$ cat config.mk
export PLATFORM = sky130hd
export DESIGN_NAME = minefield_controller
export DESIGN_NICKNAME = d
export VERILOG_FILES = /design/src/rtl/minefield_pkg.sv /design/src/rtl/lfsr16.sv /design/src/rtl/minefield_controller.sv
export SDC_FILE = /design/constraint.sdc
export NUM_CORES = 1
export LEC_CHECK = 0
export BUFFER_PORTS_ARGS = -buffer_cell sky130_fd_sc_hd__buf_4
export CAP_MARGIN = 0
export CORE_MARGIN = 4
export CORE_UTILIZATION = 36
export DETAILED_ROUTE_END_ITERATION = 8
export SETUP_SLACK_MARGIN = 0.1
export SYNTH_ARGS = -nofsm -noshare
export SYNTH_HDL_FRONTEND = slang
export SYNTH_SLANG_ARGS = --single-unit
export TNS_END_PERCENT = 5
$ cat constraint.sdc
create_clock -name clk -period 22.9 [get_ports clk]
set_input_delay 1.145 -clock clk [delete_from_list [all_inputs] [get_ports clk]]
set_output_delay 1.145 -clock clk [all_outputs]
set_load 0.005 [all_outputs]
$ cat src/rtl/minefield_pkg.sv
// Shared board geometry, controller state encoding and tile-index helpers
// for the 8x8 minefield game engine.
package minefield_pkg;

   localparam int TILE_W    = 6;
   localparam int BOARD_DIM = 8;
   localparam int N_TILES   = BOARD_DIM * BOARD_DIM;

   typedef enum logic [2:0] {
      IDLE  = 3'd0,
      PLACE = 3'd1,
      PLAY  = 3'd2,
      LOST  = 3'd3,
      WON   = 3'd4
   } state_t;

   typedef struct packed {
      logic [2:0] row;
      logic [2:0] col;
   } tile_rc_t;

   function automatic tile_rc_t tile_to_rc(input logic [TILE_W-1:0] tile);
      tile_rc_t rc;
      rc.row = tile[5:3];
      rc.col = tile[2:0];
      return rc;
   endfunction

endpackage

$ cat src/rtl/lfsr16.sv
// Free-running 16-bit Fibonacci LFSR (taps 16,14,13,11) used to pick mine
// candidates; it never stops so placement differs with game start timing.
module lfsr16 #(
   parameter logic [15:0] LFSR_SEED = 16'hACE1
) (
   input  logic        clk,
   input  logic        reset,
   output logic [15:0] state
);

   always_ff @(posedge clk or posedge reset) begin
      if (reset) state <= LFSR_SEED;
      else       state <= {state[14:0], state[15] ^ state[13] ^ state[12] ^ state[10]};
   end

endmodule

$ cat src/rtl/minefield_controller.sv
// Game-state engine for the 8x8 board: mine placement, cursor movement,
// step/flag actions and win/loss detection, driving the four tile maps.
module minefield_controller
   import minefield_pkg::*;
#(
   parameter int          N_MINES   = 10,
   parameter logic [15:0] LFSR_SEED = 16'hACE1
) (
   input  logic        clk,
   input  logic        reset,
   input  logic        start,
   input  logic        mv_up,
   input  logic        mv_down,
   input  logic        mv_left,
   input  logic        mv_right,
   input  logic        act_step,
   input  logic        act_flag,
   output logic [63:0] mineMap,
   output logic [63:0] flagMap,
   output logic [63:0] stepMap,
   output logic [63:0] posMap,
   output logic        busy,
   output logic        game_over,
   output logic        game_won
);

   logic [15:0]       lfsr;
   logic              lfsr_unused;
   state_t            state;
   logic [TILE_W-1:0] cursor;
   logic [6:0]        mine_cnt;
   logic [TILE_W-1:0] cand;
   tile_rc_t          rc;
   logic [63:0]       cur_bit;
   logic [63:0]       step_next;

   lfsr16 #(.LFSR_SEED(LFSR_SEED)) u_lfsr (
      .clk   (clk),
      .reset (reset),
      .state (lfsr)
   );

   assign cand        = lfsr[TILE_W-1:0];
   assign lfsr_unused = ^lfsr[15:TILE_W];
   assign rc          = tile_to_rc(cursor);
   assign cur_bit     = 64'd1 << cursor;
   assign step_next   = stepMap | cur_bit;

   // posMap is shifted alongside cursor so it stays one-hot without a decoder.
   always_ff @(posedge clk or posedge reset) begin
      if (reset) begin
         state     <= IDLE;
         mineMap   <= '0;
         flagMap   <= '0;
         stepMap   <= '0;
         posMap    <= 64'h1;
         cursor    <= '0;
         mine_cnt  <= '0;
         busy      <= 1'b0;
         game_over <= 1'b0;
         game_won  <= 1'b0;
      end else if (start) begin
         state     <= PLACE;
         mineMap   <= '0;
         flagMap   <= '0;
         stepMap   <= '0;
         mine_cnt  <= '0;
         busy      <= 1'b1;
         game_over <= 1'b0;
         game_won  <= 1'b0;
      end else begin
         case (state)
            PLACE: begin
               // The cursor tile is never mined so the opening step is safe.
               if (!mineMap[cand] && (cand != cursor)) begin
                  mineMap[cand] <= 1'b1;
                  mine_cnt      <= mine_cnt + 7'd1;
                  if (mine_cnt + 7'd1 == 7'(N_MINES)) begin
                     state <= PLAY;
                     busy  <= 1'b0;
                  end
               end
            end
            PLAY: begin
               if (act_step) begin
                  if (!flagMap[cursor] && !stepMap[cursor]) begin
                     if (mineMap[cursor]) begin
                        stepMap   <= stepMap | mineMap;
                        state     <= LOST;
                        game_over <= 1'b1;
                     end else begin
                        stepMap <= step_next;
                        if ((step_next | mineMap) == '1) begin
                           state    <= WON;
                           game_won <= 1'b1;
                        end
                     end
                  end
               end else if (act_flag) begin
                  if (!stepMap[cursor]) flagMap[cursor] <= ~flagMap[cursor];
               end else if (mv_up) begin
                  if (rc.row != 3'd0) begin
                     cursor <= cursor - 6'd8;
                     posMap <= posMap >> 8;
                  end
               end else if (mv_down) begin
                  if (rc.row != 3'd7) begin
                     cursor <= cursor + 6'd8;
                     posMap <= posMap << 8;
                  end
               end else if (mv_left) begin
                  if (rc.col != 3'd0) begin
                     cursor <= cursor - 6'd1;
                     posMap <= posMap >> 1;
                  end
               end else if (mv_right) begin
                  if (rc.col != 3'd7) begin
                     cursor <= cursor + 6'd1;
                     posMap <= posMap << 1;
                  end
               end
            end
            default: ;
         endcase
      end
   end

endmodule

After elaboration in Yosys (flattened, before gate mapping)
Cells that the tools add are included.

storage, ports and cells
  flip-flop bits (word level) = 291
  input bits = 9
  word-level logic and storage cells = 147

cells by class
  add/subtract/negate cells = 5
  magnitude comparators = 4
  equal/unequal tests = 18
  shift-type cells = 1
  multiplexer cells = 68
  bitwise logic cells = 11
  reductions and logical operators = 29

operators by type and width
  cell                  number
  $mux 64               21
  $or 64x64->64         4
  $bwmux 64             1
  $eq 64x64->1 const B  1
  $shl 1x6->64 const A  1
  $mux 6                8
  $bmux 1 s6            4
  $mux 1                21
  $mux 3                7
  $mux 7                3
  $ne 3x3->1 const B    6
  $reduce_bool 2->1     9
  $lt 6x7->1 const B    2
  $demux 1 s6           2
  $ge 6x1->1 const B    2
  $reduce_and 9->1      1
  $reduce_bool 3->1     3
  $reduce_and 4->1      2
  $reduce_bool 4->1     2
  $add 7x1->7 const B   1
  $eq 7x4->1 const B    1
  $add 6x1->6 const B   1
  $add 6x4->6 const B   1
  $ne 2x2->1 const B    3
  18 further kinds      29

Logic depth before layout (Yosys ltp)
  depth after elaboration = 10
  gate-level depth with buffers = 15
  mapped depth without buffers = 9

Cells and area by module
Synthesis repeated with hierarchy kept, for this count alone.

unflattened totals
  cells, all modules = 1,901
  area total of the unflattened synthesis = 17,356.6 um^2

modules (own cells, without submodules)
  module                times used  cells an instance  area an instance (um^2)  sequential area each (um^2)
  minefield_controller  1           1,881              16,916.2                 6,882.9
  lfsr16                1           20                 440.4                    410.4

Worst setup path after synthesis
OpenSTA, ideal clock, no wires.

  path kind = reg-to-reg
  from = register u_lfsr.state[0]
  to = register state[1]
  library setup time = 124 ps
  arrival = 2,815 ps
  setup slack = 19,962 ps
  stages on the path, launching flop included = 11
  period minus slack after synthesis = 2,938 ps
  path through = dfstp_2 -> buf_6 -> mux4_2 -> mux2_2 -> a2bb2oi_1 -> nor2_1 -> or4_1 -> buf_4 -> nor3_2 -> nor4b_1 -> a211o_1

between the ends
  longest elaborated chain between the ends = 6
  elaborated cells between the ends (all ways) = 7

RTL lines
  what                          line                        source
  start: declaration            lfsr16.sv:8                 output logic [15:0] state
  start signal: assignment      lfsr16.sv:13                else state <= {state[14:0], state[15] ^ state[13] ^ state[12] ^ state[10]};
  $bmux 1 s6                    minefield_controller.sv:75  if (!mineMap[cand] && (cand != cursor)) begin
  $mux 1 (implied by the code)  minefield_controller.sv:75
  $logic_not 1->1               minefield_controller.sv:75
  $logic_and 1x1->1 *           minefield_controller.sv:75
  $ne 3x3->1 (no line) *        -
  $reduce_and 6->1 (no line) *  -
  end signal: assignment        minefield_controller.sv:79  state <= PLAY;
  end signal: assignment        minefield_controller.sv:89  state <= LOST;
  end signal: assignment        minefield_controller.sv:94  state <= WON;
  end: declaration              minefield_controller.sv:29  state_t state;

Mark *: on every way between the ends. The rest lies on a longest branch, timed or not. The select of a mux whose other input is x is not followed.
A chain may end at the register's enable or synchronous reset.

Final worst setup path
  from = register cursor[1]
  to = register flagMap[31]

between the ends
  longest elaborated chain between the ends = 10
  elaborated cells between the ends (all ways) = 18

RTL lines
  what                                                                   line                         source
  start: declaration                                                     minefield_controller.sv:30   logic [TILE_W-1:0] cursor;
  start signal: assignment                                               minefield_controller.sv:103  cursor <= cursor - 6'd8;
  start signal: assignment                                               minefield_controller.sv:108  cursor <= cursor + 6'd8;
  start signal: assignment                                               minefield_controller.sv:113  cursor <= cursor - 6'd1;
  $lt 6x7->1 (implied by the code) / $ge 6x1->1 (equally long branches)  minefield_controller.sv:100  if (!stepMap[cursor]) flagMap[cursor] <= ~flagMap[cursor];
  $logic_and 1x1->1 (implied by the code)                                minefield_controller.sv:100
  $mux 1 (implied by the code)                                           minefield_controller.sv:100
  $demux 1 s6                                                            minefield_controller.sv:100
  $bwmux 64                                                              minefield_controller.sv:100
  $mux 64                                                                minefield_controller.sv:100
  $mux 64                                                                minefield_controller.sv:99   end else if (act_flag) begin
  $mux 64                                                                minefield_controller.sv:85   if (act_step) begin
  $mux 64                                                                minefield_controller.sv:72   case (state)
  $mux 64                                                                minefield_controller.sv:62   end else if (start) begin
  end signal: indexed assignment                                         minefield_controller.sv:100
  end: declaration                                                       minefield_controller.sv:19   output logic [63:0] flagMap,

Parallel ways exist; a longest one is shown, timed or not. The select of a mux whose other input is x is not followed.

==> run summary <==
status -> finished clean
Slew @ Worst Pin -> 1.32 ns
Filler cells -> 4776
Area Growth Syn to Fin -> 19.1%
CP required -> 23.31 ns
WL/cell -> 24.2 um
Worst setup EP type -> flip-flop
initial antenna violation count -> 0
final RePlAce weighted congestion -> 0.931
final hold vios -> 0
R2R depth -> 10
post-route ant nets -> 0
Worst Hold End -> u_lfsr.state[9]
Via Count -> 17100
CTS sink cnt -> 291
Yosys warnings -> 0
maximum VDD drop -> 0.0652 mV
post-synthesis sequential area ratio -> 0.412
Worst Path Buf+Inv -> 2
share of the synthesized area in the top cell type -> 0.398
Critical Path Source Type -> flip-flop
cts bufs inserted -> 37
Avg Synthesized Cell Area -> 8.78 sq um
Slew HR -> 0.119
Place WS -> 18.31 ns
Synth Register Bits -> 291
Starting Density -> 0.363
# resized after CTS -> 0
fmax -> 215 MHz
Power Density -> 79.3 nW/um^2
Global Route Usage Sum -> 0.250
vias in the first global route -> 16000
DP Wirelength -> 45.2 mm
I/O Buffers -> 267
Tmin final -> 4.65 ns
final setup fails -> 0
Leak -> 8.63 nW
register area -> 7300 sq um
Area after DPL -> 19800 sq um
syn nets -> 2037
CP max FO -> 124
Cell Area, Synth -> 17700 sq um
Netlist cell types -> 75
Critical R2R Launch -> cursor[1]
crit path cell chain -> buf_4 -> mux4_2 -> mux4_2 -> o21a_1 -> a2bb2oi_2 -> and4b_4 -> buf_4 -> nand2_1 -> mux2i_1 -> nor2_1
Async S/R FF share, synth -> 1.00
Gate Count Post-Synth -> 2017
Layout Cells excl Fill -> 2836
max incr delay on CP -> 0.87 ns
max-slew violations -> 0
Chip Width -> 230 um
first-pass GRT wire length -> 104 mm
clk_lat worst skew -> 0.57 ns
CTS Root Cell -> clkbuf_16
top area cells in the synthesized netlist -> dfrtp_1 (40%), nor2_1 (8.2%), a21oi_1 (7.9%)
CORE AREA -> 48700 sq um
# hold bufs at CTS -> 0
drt pass-1 iters -> 8
global route overflow -> 0
final WL -> 68.5 mm
post-CTS setup buffer count -> 0
slowest CP cell -> buf_4
layout cells sized above 1 -> 0.213
site row count -> 81
min-delay src -> u_lfsr.state[8]
routed vias/inst -> 6.01
# diodes -> 0
total die area -> 52800 sq um
Synth area leader -> dfrtp_1
CTS tree -> done
FF-to-FF setup slack -> 18.25 ns
Finished Cell Area -> 21100 sq um
ys flop type -> dfrtp_1
endpoint of the worst-slack reg-to-reg timing path -> flagMap[31]
Final Skew -> 0.0260 ns
max-cap viol count -> 0
Util after Layout -> 0.433
CP Class -> reg2reg
area occupied by multi-input gates -> 9470 sq um
Top Family by Delay on Critical Path -> buffers and inverters
DRT iter0 DRCs -> 2176
Max Root-Sink Buffers -> 3
clock slew at reported path FFs -> 0.06 ns
placed cell count -> 2768
WHS Path Cells -> 0
final worst slack -> 18.25 ns
Post-synth EDFFs -> 0
largest net degree at the start of global routing -> 166
I/O Pins -> 268
Die Y -> 230 um
worst hold path class -> reg2reg
Worst EP arrival -> 5.05 ns
H-tree Lvls -> 2
setup_tns -> 0 ns
final period utilization -> 0.203
# DRC -> 0
RSZ-0062 raised after global routing -> no
fin nets -> 2163
==> flip-flops by register name, summed over array words and instances (netlist names), 3 cells and up <==
signal / count
posMap: 64
u_lfsr.state: 16
state: 3
mineMap: 64
mine_cnt: 7
cursor: 6
flagMap: 64
stepMap: 64
==> stage by stage <==
step	total power [mW]	hold slack, ns
finish	1.67	0.355
global route	1.74	0.360
CTS	1.68	0.355
detailed placement	1.06	0.336
global placement	1.05	0.333
floorplan	0.947	0.331
==> cell type report <==
cell class,instances,share of cell area
Clock inverter,14,0.00860
Sequential cell,291,0.346
Inverter,13,0.00267
Multi-Input combinational cell,1514,0.449
Clock buffer,54,0.0517
Timing Repair Buffer,286,0.102
Tap cell,664,0.0394
==> how the worst max path moves through the flow <==
| stage | start | endpoint | slack, ns | depth (start not counted) |
|---|---|---|---|---|
| after floorplan | reset | busy | 13.74 | 1 |
| final | cursor[1] | flagMap[31] | 18.25 | 10 |
| after detailed placement | cursor[1] | flagMap[27] | 18.31 | 10 |
| after global placement | cursor[1] | flagMap[27] | 18.39 | 10 |
| after CTS | cursor[1] | flagMap[27] | 18.31 | 10 |
| after global routing | cursor[1] | flagMap[27] | 18.05 | 10 |
==> worst reg2reg max path: stages, from the launching register on <==
cell       delay, ns
dfrtp_4         0.57
buf_4           0.71
mux4_2          0.65
mux4_2          0.48
o21a_1          0.22
a2bb2oi_2       0.23
and4b_4         0.27
buf_4           0.87
nand2_1         0.27
mux2i_1         0.19
nor2_1          0.05
==> synthesized netlist by cell type, types with 11 or more instances <==
library cell	count
a21oi_1	280
buf_2	27
mux2_2	17
clkbuf_1	121
mux4_2	60
nor3_1	130
o21ai_0	128
buf_4	17
o2bb2ai_1	64
a41oi_1	32
nand4_1	19
nor2_1	389
dfrtp_1	282
inv_1	13
xnor2_1	13
nand2_1	154
a22oi_1	17
buf_1	22
buf_6	11
mux2i_1	65
==> placed cells by master, fill, tap and decap left out, types with 8 or more instances in the layout <==
| cell type | netlist | routed |
|---|---|---|
| nor2_1 | 389 | 389 |
| buf_4 | 17 | 285 |
| a21oi_1 | 280 | 280 |
| dfrtp_1 | 282 | 280 |
| nand2_1 | 154 | 154 |
| o21ai_0 | 128 | 128 |
| nor3_1 | 130 | 128 |
| mux2i_1 | 65 | 65 |
| o2bb2ai_1 | 64 | 64 |
| mux4_2 | 60 | 60 |
| clkbuf_16 | 0 | 38 |
| a41oi_1 | 32 | 32 |
| nand4_1 | 19 | 19 |
| mux2_2 | 17 | 17 |
| a22oi_1 | 17 | 17 |
| xnor2_1 | 13 | 13 |
| inv_1 | 13 | 11 |
| o31ai_1 | 10 | 10 |
| ha_1 | 10 | 10 |
| xor2_1 | 9 | 9 |
| dfstp_2 | 9 | 9 |
| nor4_1 | 8 | 8 |
| nand3_1 | 8 | 8 |
| clkbuf_1 | 121 | 8 |
| clkbuf_8 | 0 | 8 |
==> kinds of logic (layout without fill, tap and decap cells) <==
| kind of cell | count (synthesis) | after routing | synth area share |
|---|---|---|---|
| AO/OA/AOI/OAI | 563 | 563 | 0.190 |
| XOR/XNOR | 22 | 22 | 0.0109 |
| adder cells (fa/ha/maj) | 11 | 11 | 0.00820 |
| multiplexers | 142 | 142 | 0.124 |
| flip-flops | 291 | 291 | 0.412 |
| buffers and inverters | 212 | 367 | 0.0557 |
| AND/OR/NAND/NOR | 776 | 776 | 0.199 |
==> routing by layer <==
metal,up-vias,track usage,part of all wire
met5,-,0,0
met2,998,0.382,0.45
met3,132,0.0498,0.095
li1,7519,-,-
met1,8407,0.354,0.42
met4,0,0.0930,0.036
==> power breakdown <==
group | switching (mW) | leakage [nW] | internal [mW] | total, mW
clock network | 0.245 | 0.627 | 0.368 | 0.613
logic | 0.347 | 4.00 | 0.129 | 0.476
registers | 0.0566 | 4.01 | 0.526 | 0.583
No activity file was read; power rests on OpenSTA's default activity.
